**src/rtl/truth_table_scanner_if.sv**
```systemverilog
// Scanner bus: control, expected table, DUT drive/sense and scan results.
// master = stimulus/controller side, slave = the scanner.
interface truth_table_scanner_if #(
  parameter int N_IN = 5
);
  localparam int W = 1 << N_IN;

  logic            start;
  logic            abort;
  logic [W-1:0]    exp_table;
  logic [N_IN-1:0] dut_in;
  logic            dut_out;
  logic            busy;
  logic            done;
  logic [W-1:0]    table_out;
  logic [N_IN:0]   mismatch_cnt;
  logic            any_miss;
  logic [N_IN-1:0] first_miss_idx;
  logic            pass;

  modport master (
    output start, abort, exp_table, dut_out,
    input  dut_in, busy, done, table_out, mismatch_cnt, any_miss, first_miss_idx, pass
  );

  modport slave (
    input  start, abort, exp_table, dut_out,
    output dut_in, busy, done, table_out, mismatch_cnt, any_miss, first_miss_idx, pass
  );
endinterface

```
**src/rtl/truth_table_scanner.sv**
```systemverilog
// Walks every input code of an N_IN-input Boolean block, builds its truth table and checks it.
// Each code costs SETTLE_CYCLES+1 cycles; start ignored while busy, abort ends a scan next edge.
module truth_table_scanner #(
  parameter int N_IN          = 5,
  parameter int SETTLE_CYCLES = 1
) (
  input  logic                  clk,
  input  logic                  rst_n,
  truth_table_scanner_if.slave  sc
);
  localparam int W  = 1 << N_IN;
  localparam int CW = (SETTLE_CYCLES > 1) ? $clog2(SETTLE_CYCLES) : 1;
  localparam logic [CW-1:0]   SETTLE_LOAD = (SETTLE_CYCLES > 0) ? CW'(SETTLE_CYCLES - 1) : '0;
  localparam logic [N_IN-1:0] LAST_CODE   = '1;

  typedef enum logic [1:0] {IDLE, SETTLE, SAMPLE, DONE} state_t;

  // With no settle time each code goes straight to its sample cycle.
  localparam state_t CODE_ENTRY = (SETTLE_CYCLES == 0) ? SAMPLE : SETTLE;

  state_t          state;
  logic [CW-1:0]   settle_cnt;
  logic [W-1:0]    exp_q;
  logic [N_IN-1:0] code;
  logic            busy_q;
  logic            done_q;
  logic [W-1:0]    table_q;
  logic [N_IN:0]   mcnt;
  logic            any_q;
  logic [N_IN-1:0] first_q;
  logic            pass_q;

  logic            miss;
  logic [N_IN:0]   cnt_inc;

  assign miss    = sc.dut_out != exp_q[code];
  assign cnt_inc = mcnt + {{N_IN{1'b0}}, miss};

  always_ff @(posedge clk or negedge rst_n) begin
    if (!rst_n) begin
      state      <= IDLE;
      settle_cnt <= '0;
      exp_q      <= '0;
      code       <= '0;
      busy_q     <= 1'b0;
      done_q     <= 1'b0;
      table_q    <= '0;
      mcnt       <= '0;
      any_q      <= 1'b0;
      first_q    <= '0;
      pass_q     <= 1'b0;
    end else begin
      done_q <= 1'b0;
      case (state)
        IDLE, DONE: begin
          if (sc.start) begin
            exp_q      <= sc.exp_table;
            table_q    <= '0;
            mcnt       <= '0;
            any_q      <= 1'b0;
            first_q    <= '0;
            pass_q     <= 1'b0;
            code       <= '0;
            busy_q     <= 1'b1;
            settle_cnt <= SETTLE_LOAD;
            state      <= CODE_ENTRY;
          end else begin
            state <= IDLE;
          end
        end
        SETTLE: begin
          if (sc.abort) begin
            state  <= IDLE;
            busy_q <= 1'b0;
            pass_q <= 1'b0;
          end else if (settle_cnt == '0) begin
            state <= SAMPLE;
          end else begin
            settle_cnt <= settle_cnt - 1'b1;
          end
        end
        SAMPLE: begin
          // Abort takes priority over this code's capture, including the final one.
          if (sc.abort) begin
            state  <= IDLE;
            busy_q <= 1'b0;
            pass_q <= 1'b0;
          end else begin
            table_q[code] <= sc.dut_out;
            if (miss) begin
              mcnt <= cnt_inc;
              if (!any_q) begin
                any_q   <= 1'b1;
                first_q <= code;
              end
            end
            if (code != LAST_CODE) begin
              code       <= code + 1'b1;
              settle_cnt <= SETTLE_LOAD;
              state      <= CODE_ENTRY;
            end else begin
              state  <= DONE;
              done_q <= 1'b1;
              busy_q <= 1'b0;
              pass_q <= (cnt_inc == '0);
            end
          end
        end
        default: state <= IDLE;
      endcase
    end
  end

  assign sc.dut_in         = code;
  assign sc.busy           = busy_q;
  assign sc.done           = done_q;
  assign sc.table_out      = table_q;
  assign sc.mismatch_cnt   = mcnt;
  assign sc.any_miss       = any_q;
  assign sc.first_miss_idx = first_q;
  assign sc.pass           = pass_q;
endmodule

```
**src/flat_wrapper.sv**
```systemverilog
// flat-port wrapper written by rule: the top's interface ports become plain ports
module truth_table_scanner_flat 
#(
  parameter int N_IN          = 5,
  parameter int SETTLE_CYCLES = 1
)
  (clk, rst_n, sc_start, sc_abort, sc_exp_table, sc_dut_out, sc_dut_in, sc_busy, sc_done, sc_table_out, sc_mismatch_cnt, sc_any_miss, sc_first_miss_idx, sc_pass);
  truth_table_scanner_if #(.N_IN(N_IN)) sc_i ();
  input  logic clk;
  input  logic rst_n;
  input wire logic [$bits(sc_i.start)-1:0] sc_start;
  input wire logic [$bits(sc_i.abort)-1:0] sc_abort;
  input wire logic [$bits(sc_i.exp_table)-1:0] sc_exp_table;
  input wire logic [$bits(sc_i.dut_out)-1:0] sc_dut_out;
  output wire logic [$bits(sc_i.dut_in)-1:0] sc_dut_in;
  output wire logic [$bits(sc_i.busy)-1:0] sc_busy;
  output wire logic [$bits(sc_i.done)-1:0] sc_done;
  output wire logic [$bits(sc_i.table_out)-1:0] sc_table_out;
  output wire logic [$bits(sc_i.mismatch_cnt)-1:0] sc_mismatch_cnt;
  output wire logic [$bits(sc_i.any_miss)-1:0] sc_any_miss;
  output wire logic [$bits(sc_i.first_miss_idx)-1:0] sc_first_miss_idx;
  output wire logic [$bits(sc_i.pass)-1:0] sc_pass;
  assign sc_i.start = sc_start;
  assign sc_i.abort = sc_abort;
  assign sc_i.exp_table = sc_exp_table;
  assign sc_i.dut_out = sc_dut_out;
  assign sc_dut_in = sc_i.dut_in;
  assign sc_busy = sc_i.busy;
  assign sc_done = sc_i.done;
  assign sc_table_out = sc_i.table_out;
  assign sc_mismatch_cnt = sc_i.mismatch_cnt;
  assign sc_any_miss = sc_i.any_miss;
  assign sc_first_miss_idx = sc_i.first_miss_idx;
  assign sc_pass = sc_i.pass;
  truth_table_scanner #(.N_IN(N_IN), .SETTLE_CYCLES(SETTLE_CYCLES)) u_core (.clk(clk), .rst_n(rst_n), .sc(sc_i));
endmodule
```
**config.mk**
```make
export PLATFORM = sky130hd
export DESIGN_NAME = truth_table_scanner_flat
export DESIGN_NICKNAME = d
export VERILOG_FILES = /design/src/rtl/truth_table_scanner_if.sv /design/src/rtl/truth_table_scanner.sv /design/src/flat_wrapper.sv
export SDC_FILE = /design/constraint.sdc
export NUM_CORES = 1
export LEC_CHECK = 0
export ABC_CLOCK_PERIOD_IN_PS = 7840
export CORE_MARGIN = 8
export CORE_UTILIZATION = 45
export DETAILED_ROUTE_END_ITERATION = 8
export GPL_TIMING_DRIVEN = 0
export PLACE_DENSITY = 0.71
export SKIP_CTS_REPAIR_TIMING = 1
export SLEW_MARGIN = 20
export SYNTH_ARGS = -nofsm -noshare
export SYNTH_HDL_FRONTEND = slang
export SYNTH_SLANG_ARGS = --single-unit
```
**constraint.sdc**
```tcl
create_clock -name clk -period 7.84 [get_ports clk]
set_input_delay 1.568 -clock clk [delete_from_list [all_inputs] [get_ports clk]]
set_output_delay 1.568 -clock clk [all_outputs]
set_load 0.01 [all_outputs]
```
==> results.sh <==
export IMPL_rows=36
export IMPL_r2r_cells=12
export IMPL_synth_main_ff_cell="dfrtp_1"
export IMPL_skew_ps=12.4
export IMPL_maxCapViolations=0
export IMPL_fin_crit_sh_pct=44.1
export IMPL_die_area_um2=13000
export IMPL_grt_first_pass_wirelength_um=18600
export IMPL_cts_tree="built"
export IMPL_syn_inst=412
export IMPL_ys_warn_count=0
export IMPL_syn_area_um2=4340
export IMPL_drv_slew=0
export IMPL_ys_types=52
export IMPL_crit_fanout=8
export IMPL_worstSetupEndpointType="flop"
export IMPL_p_leak_nw=2.23
export IMPL_hold_viol=0
export IMPL_overflow=0
export IMPL_vias_per_cell=5.55
export IMPL_placed_area_um2=5410
export IMPL_outcome="complete, no violations"
export IMPL_wire_per_inst_um=17.4
export IMPL_routed_wl_um=11300
export IMPL_timing_setup_tns_ps=0
export IMPL_grt_max_degree=60
export IMPL_syn_avg_cell_area_um2=10.5
export IMPL_async_flop_share_pct=100
export IMPL_power_total_mw=0.977
export IMPL_ioPinCount=89
export IMPL_fmax_ghz=0.289
export IMPL_critPathKind="flop to flop"
export IMPL_nNetsFinal=558
export IMPL_arrival_ps=3710
export IMPL_drc=0
export IMPL_synth_top_cells_by_area="dfrtp_1 (50%), mux2_2 (8.3%), o21ai_0 (6.8%), a21boi_0 (3.6%), mux2i_1 (2.8%)"
export IMPL_die_h_um=114
export IMPL_drive_above_1_share_pct=12.6
export IMPL_powerDensity_nw_per_um2=175
export IMPL_hpwl_um=8440
export IMPL_design_area_um2=5590
export IMPL_yosysTopAreaCell="dfrtp_1"
export IMPL_die_w_um=114
export IMPL_clk_pin_slew_worst_paths_ps=90
export IMPL_cts_sinks=86
export IMPL_ant_nets=0
export IMPL_worstMarginPinSlew_ps=737
export IMPL_synth_top_area_share_pct=49.6
export IMPL_cts_buffer_depth=2
export IMPL_crit_start="u_core.sc.dut_in[0]"
export IMPL_required_ps=8090
export IMPL_synth_nets=458
export IMPL_synth_seq_cells=86
export IMPL_htreeDepth=3
export IMPL_final_common_cell="clkdlybuf4s50_1"
export IMPL_hold_class="flop to flop"
export IMPL_final_cells=649
export IMPL_rr_startpoint="u_core.sc.dut_in[0]"
export IMPL_setup_viol=0
export IMPL_ir_drop_uv=107
export IMPL_track_usage_pct=18.0
export IMPL_coreArea_um2=9550
export IMPL_vias=3605
export IMPL_dr_pass1_iters=5
export IMPL_r2r_setup_slack_ps=4380
export IMPL_syn2layout_area_growth_pct=28.7
export IMPL_num_antenna_cells=0
export IMPL_final_cell_mix="clkdlybuf4s50_1 (87), dfrtp_1 (86), o21ai_0 (59)"
export IMPL_ys_seq_area_share_pct=49.6
export IMPL_setup_slack_ps=4380
export IMPL_drtIter0Drc=220
export IMPL_hold_depth=1
export IMPL_placed_cells_incl_taps=634
export IMPL_initial_core_util_pct=45.5
export IMPL_worstReg2RegEnd="u_core.sc.pass"
export IMPL_cts_root_buf="clkbuf_8"
export IMPL_gp_congestion=0.881
export IMPL_critPathLaunchType="flop"
export IMPL_crit_end="u_core.sc.pass"
export IMPL_antenna_found_initial=0
export IMPL_rsz0062_at_grt="no"
export IMPL_maxSlewHeadroom_pct=50.5
export IMPL_utilization_pct=58.5
export IMPL_synth_edff_count=0
export IMPL_io_buffers=88
export IMPL_grt_pass1_vias=3659
export IMPL_clock_latency_ps=350
export IMPL_dp_slack_ps=4130
export IMPL_min_period_ps=3460
export IMPL_cts_buffers=9
export IMPL_hold_slack_ps=499
==> state kept, by name, indices dropped and copies added (netlist names) <==
signal,cells
u_core.exp_q,32
u_core.sc.pass,1
u_core.sc.done,1
u_core.sc.table_out,32
u_core.sc.mismatch_cnt,6
u_core.sc.busy,1
u_core.sc.dut_in,5
u_core.sc.any_miss,1
u_core.sc.first_miss_idx,5
u_core.state,2
==> worst min path at each step <==
stage / from / endpoint
4_1_cts: u_core.sc.busy / u_core.sc.busy
6_report: u_core.sc.busy / u_core.sc.busy
3_3_place_gp: u_core.exp_q[9] / u_core.exp_q[9]
2_1_floorplan: u_core.exp_q[10] / u_core.exp_q[10]
5_1_grt: u_core.sc.busy / u_core.sc.busy
3_5_place_dp: u_core.sc.busy / u_core.sc.busy
==> area by class of cell <==
class | instances | area, um2
buffer | 25 | 106
multi-input combinational | 291 | 2050
tap | 133 | 166
sequential | 86 | 2150
clock buffer | 12 | 155
inverter | 10 | 37.5
timing repair buffer | 89 | 906
fill | 863 | 3960
clock inverter | 3 | 20.0
==> layer usage <==
metal	routed length, um	GRT usage [%]
met2	5200	28.9
met5	0	0
met4	81	4.35
met1	5350	23.4
met3	644	5.01
==> power breakdown <==
group	switching, mW	total [mW]	internal [mW]
sequential	0.0239	0.513	0.489
clock	0.153	0.283	0.130
combinational	0.0889	0.181	0.0917
==> synthesized netlist by cell type (3+ instances only) <==
library cell and count:
a32o_1 4, mux2_2 32, inv_1 10, a21boi_0 21, nand2_1 29, buf_2 4, nand3_1 21, xnor2_1 3
nand4_1 4, ha_1 9, o21a_1 5, a21oi_1 4, mux2i_1 12, dfrtp_1 86, o21ai_1 6, o21ai_0 59
buf_1 3, o22ai_1 4, clkbuf_1 17, nor2_1 21, a31o_1 3, o2111ai_1 4, nor3_1 6, nand3b_1 3
==> worst max-delay path, stage by stage, from the launching register on <==
cell and delay (ps):
dfrtp_1 610, mux4_2 590, a22oi_2 270, o21ai_2 150, nor3_1 270, xnor2_1 160, ha_1 240, ha_1 250
nand2_1 70, a21oi_1 120, nor2_1 60, o32a_1 290, o41ai_1 290
==> cell families (layout without fill, tap and decap cells) <==
group           after synthesis  in the layout  share of synthesized area (%)
xor+xnor                      5              5                           1.01
fa+ha+maj                     9              9                           2.59
compound gates              130            130                           19.8
flops                        86             86                           49.6
mux                          46             46                           12.1
simple gates                101            101                           11.6
buf+inv                      35            139                           3.31
Power figures use the tool's default switching activity.
